**src/rtl/wb_arbiter.sv**
```systemverilog
// Writeback arbiter: merges the ALU result stream and the buffered memory-return
// stream onto the single register-file write port, with starvation protection.
`ifndef WORD_WIDTH
`define WORD_WIDTH 32
`endif

module wb_arbiter #(
    parameter int unsigned WIDTH        = `WORD_WIDTH,
    parameter int unsigned COUNT        = 32,
    parameter int unsigned FIFO_DEPTH   = 2,
    parameter int unsigned STARVE_LIMIT = 4,
    parameter int unsigned ZERO_REG     = 1,
    localparam int unsigned ADDR_WIDTH  = $clog2(COUNT),
    localparam int unsigned CNT_W       = $clog2(FIFO_DEPTH) + 1
) (
    input  logic                  clk,
    input  logic                  rst_n,
    input  logic                  alu_valid,
    output logic                  alu_ready,
    input  logic [ADDR_WIDTH-1:0] alu_addr,
    input  logic [WIDTH-1:0]      alu_data,
    input  logic                  mem_valid,
    output logic                  mem_ready,
    input  logic [ADDR_WIDTH-1:0] mem_addr,
    input  logic [WIDTH-1:0]      mem_data,
    output logic                  we_d,
    output logic [ADDR_WIDTH-1:0] addr_d,
    output logic [WIDTH-1:0]      d,
    output logic [CNT_W-1:0]      fifo_count
);

    localparam int unsigned PTR_W = $clog2(FIFO_DEPTH);
    localparam int unsigned SW    = $clog2(STARVE_LIMIT + 1);

    typedef struct packed {
        logic [ADDR_WIDTH-1:0] addr;
        logic [WIDTH-1:0]      data;
    } wr_t;

    typedef enum logic {
        ARB_NORMAL = 1'b0,
        ARB_FORCE  = 1'b1
    } arb_state_t;

    arb_state_t      state_q, state_next;
    logic [SW-1:0]   starve_q, starve_next;
    logic [PTR_W-1:0] rd_ptr_q, wr_ptr_q;
    wr_t             fifo_mem [FIFO_DEPTH];

    wr_t  head, sel_wr;
    logic fifo_empty, mem_hs;
    logic grant, pop, push, bypass;

    assign head       = fifo_mem[rd_ptr_q];
    assign fifo_empty = (fifo_count == '0);
    assign mem_ready  = (fifo_count < CNT_W'(FIFO_DEPTH));
    assign alu_ready  = (state_q == ARB_NORMAL);
    assign mem_hs     = mem_valid && mem_ready;

    // Grant selection, FIFO control and starvation tracking
    always_comb begin
        grant       = 1'b0;
        pop         = 1'b0;
        bypass      = 1'b0;
        sel_wr      = '0;
        state_next  = state_q;
        starve_next = starve_q;

        if (state_q == ARB_FORCE && !fifo_empty) begin
            grant  = 1'b1;
            pop    = 1'b1;
            sel_wr = head;
        end else if (alu_valid && alu_ready) begin
            grant  = 1'b1;
            sel_wr = '{addr: alu_addr, data: alu_data};
        end else if (!fifo_empty) begin
            grant  = 1'b1;
            pop    = 1'b1;
            sel_wr = head;
        end else if (mem_hs) begin
            grant  = 1'b1;
            bypass = 1'b1;
            sel_wr = '{addr: mem_addr, data: mem_data};
        end

        push = mem_hs && !bypass;

        if (fifo_empty || pop) begin
            starve_next = '0;
        end else begin
            starve_next = starve_q + SW'(1);
        end

        state_next = (starve_next == SW'(STARVE_LIMIT)) ? ARB_FORCE : ARB_NORMAL;
    end

    always_ff @(posedge clk or negedge rst_n) begin
        if (!rst_n) begin
            state_q  <= ARB_NORMAL;
            starve_q <= '0;
        end else begin
            state_q  <= state_next;
            starve_q <= starve_next;
        end
    end

    // FIFO pointers and occupancy; contents are simply abandoned on reset
    always_ff @(posedge clk or negedge rst_n) begin
        if (!rst_n) begin
            rd_ptr_q   <= '0;
            wr_ptr_q   <= '0;
            fifo_count <= '0;
        end else begin
            if (pop)  rd_ptr_q <= rd_ptr_q + PTR_W'(1);
            if (push) wr_ptr_q <= wr_ptr_q + PTR_W'(1);
            case ({push, pop})
                2'b10:   fifo_count <= fifo_count + CNT_W'(1);
                2'b01:   fifo_count <= fifo_count - CNT_W'(1);
                default: fifo_count <= fifo_count;
            endcase
        end
    end

    always_ff @(posedge clk) begin
        if (push) fifo_mem[wr_ptr_q] <= '{addr: mem_addr, data: mem_data};
    end

    // Registered write port; register-0 writes consume the slot but never assert we_d
    always_ff @(posedge clk or negedge rst_n) begin
        if (!rst_n) begin
            we_d   <= 1'b0;
            addr_d <= '0;
            d      <= '0;
        end else begin
            we_d <= grant && !((ZERO_REG != 0) && (sel_wr.addr == '0));
            if (grant) begin
                addr_d <= sel_wr.addr;
                d      <= sel_wr.data;
            end
        end
    end

endmodule

```
**config.mk**
```make
export PLATFORM = sky130hd
export DESIGN_NAME = wb_arbiter
export DESIGN_NICKNAME = d
export VERILOG_FILES = /design/src/rtl/wb_arbiter.sv
export SDC_FILE = /design/constraint.sdc
export NUM_CORES = 1
export LEC_CHECK = 0
export ABC_AREA = 0
export CORE_UTILIZATION = 54
export DETAILED_ROUTE_END_ITERATION = 10
export MAX_ROUTING_LAYER = met4
export PLACE_DENSITY = 0.85
export SLEW_MARGIN = 20
export SYNTH_ARGS = -nofsm -noshare
export SYNTH_HDL_FRONTEND = slang
export SYNTH_SLANG_ARGS = --single-unit
```
**constraint.sdc**
```tcl
create_clock -name clk -period 5.2 [get_ports clk]
set_input_delay 0.52 -clock clk [delete_from_list [all_inputs] [get_ports clk]]
set_output_delay 0.52 -clock clk [all_outputs]
set_load 0.05 [all_outputs]
```
==> results.cfg <==
[run_status]
outcome = finished, final reports clean

[synthesis]
yosysWarnings = 0
synthTopCellsByCount = edfxtp_1 (74), dfrtp_1 (46), o21ai_1 (33)
synth_top_area_cell = edfxtp_1
ys_async_sr_fraction_pct = 38.33
synthFlopType = edfxtp_1
ys_types = 39
avgSynthCellArea_um2 = 14.17
yosysSeqAreaShare_pct = 65.56
syn_area_um2 = 5145
ys_ff_latch = 120
yosysMostFrequentCell = edfxtp_1
synth_area_leaders = edfxtp_1 (43%), dfrtp_1 (22%), nand3b_1 (4.7%)
netlist_instances = 363
synth_enable_flop_cells = 74
synth_fp_nets = 443
synth_top_area_share_pct = 43.19

[timing]
slew_viol_final = 0
period_share_pct = 49.37
max_freq_ghz = 0.3895
setup_tns_ps = 0
slew_headroom_pct = 27.90
min_period_ps = 2567
rsz0062_at_grt = false
tightest_slew_ps = 1079
finalHoldViolCount = 0
clock-skew-final_ps = 8.622
setup-violations-final = 0

[power_and_ir_drop]
p_switching_uw = 1398
seqPwrFrac_pct = 36.3
powerDensity_nw_per_um2 = 559.0
ir_drop_mv = 0.5119
p_clk_share_pct = 28.6
internal-power_uw = 2479
swShare_pct = 36.06
p_leak_uw = 0.002451
power_frac_comb_pct = 35.1

[floorplanning]
dieWidth_um = 99.61
coreArea_um2 = 9240
fp.dieArea_um2 = 9922
start_util_pct = 55.68
die_y_um = 99.61
rows = 35
pin_count = 120

[route]
wl_um = 11240
vias = 3484
wl_per_cell_um = 18.19
post-route-drc-count = 0
first_pass_iters = 5
vias_per_cell = 5.638
initialDrtViolationCount = 188
ant_nets = 0

[cts]
post_cts_buffers = 0
cts_root_buf = clkbuf_8
cts_buffer_depth = 2
cts_sinks = 120
clkTransAtPathRegs_ps = 60
cts_htree_levels = 4
ctsResizeCount = 0
cts_tree = yes
clock_latency_ps = 510
cts_buffers = 17
cts_hold_buf = 0

[final_layout]
syn2layout_area_growth_pct = 34.80
final_nets = 556
final_cells = 618
drive_gt1_share_pct = 13.50
diodes = 0

[grt]
grt_max_degree = 75
grt_pass1_wl_um = 17740
antenna_found_initial = 0
grt_usage_pct = 24.76
grt_pass1_vias = 3674
grt-ovfl-total = 0

[hold_path]
hold_path_class = in2async

[flow_run]
max_cap_violations = 0

[setup_path]
worstPathCellList = clkdlybuf4s50_1
startpoint_type = flip-flop
path_buf_inv = 1
cp.arrival_ps = 2050
path_max_fanout = 9
end_kind = output pin
path_delay_family = buffers and inverters
worst_path_max_delay_cell = clkdlybuf4s50_1
cp_data_required_time_ps = 4680
crit_type = reg2out
slowest_delay_ps = 900

[placement]
dp.cells = 584
gp_congestion = 0.7879
hpwl_um = 6527
portBuffers = 119
## sequential cells by signal (all words and copies together) (netlist names)
signal,flops
fifo_mem,74
d,32
addr_d,5
starve_q,3
fifo_count,2
rd_ptr_q,1
state_q,1
we_d,1
wr_ptr_q,1
## final timing paths
kind / slack (ps) / depth (start not counted) / to / start
max: 2630 / 1 / fifo_count[0] / fifo_count[0]
min: 20 / 1 / addr_d[3] / rst_n
max reg2reg: 2890 / 3 / fifo_mem[1][14] / state_q
min reg2reg: 460 / 1 / starve_q[0] / starve_q[0]
max in group asynchronous: 4750 / 1 / rd_ptr_q / rst_n
min in group clk: 460 / 1 / starve_q[0] / starve_q[0]
## cells in the final DEF (no fill, tap or decap), types with 4 or more instances in the layout
cell / synthesis / routed
a21oi_1: 32 / 32
nor2_4: 2 / 4
clkinv_2: 0 / 4
mux2i_1: 5 / 5
nand2_1: 6 / 6
o21ai_1: 33 / 33
mux2_1: 15 / 15
o22ai_1: 32 / 32
dfrtp_1: 46 / 45
clkbuf_16: 0 / 16
mux2_2: 17 / 17
clkdlybuf4s50_1: 0 / 117
xnor2_1: 5 / 5
clkinvlp_4: 0 / 5
nand3b_1: 32 / 32
edfxtp_1: 74 / 74
## final cells by class
cell class                 instances  area, um^2
clock inverter                    12       126.4
timing repair buffer             122        1239
tap                              129       161.4
inverter                           3       11.26
sequential                       120        3374
fill                             578        2305
clock buffer                      20       445.4
multi-input combinational        212        1578
## metrics by stage
stage          total power [uW]  setup WS (ps)  instance area [um^2]  hold slack [ps]  util [%]
3_3_place_gp               2698           2341                  6314            446.1     68.33
2_1_floorplan              2374           1857                  5145            224.4         -
5_1_grt                    4048           2605                  6935            57.88     75.06
6_report                   3877           2633                  6935            17.04     75.06
4_1_cts                    3864           2411                  6885            221.8     74.52
3_5_place_dp               2740           2270                  6314            456.8     68.33
## per-layer routing
layer  wire, um  track usage (%)
met4        221            10.41
met1       4720            30.06
met5          0                -
met2       5722            39.74
met3        574            6.184
## power by group through the flow
stage               registers, uW  clock network (uW)  logic [uW]
floorplan                    1700                   0         673
global placement             1410                   0        1290
detailed placement           1420                   0        1320
CTS                          1410                1120        1330
global route                 1430                1170        1440
finish                       1410                1110        1360
## worst reg2reg max path, delay by kind of cell, from the launching register on
kind             cells  cell delay (ps)
AO/OA/AOI/OAI        1              220
AND/OR/NAND/NOR      2             1280
flip-flops           1              390
## cells by family (layout without fill, tap and decap cells)
kind of cell	after synthesis	in the layout	share of synthesized area, %
compound gates	108	108	12.31
xor+xnor	6	6	1.021
fa+ha+maj	2	2	0.4863
buf+inv	31	157	4.061
flops	120	120	65.56
mux	37	37	7.977
simple gates	59	59	8.585
No activity file was read; power rests on OpenSTA's default activity.
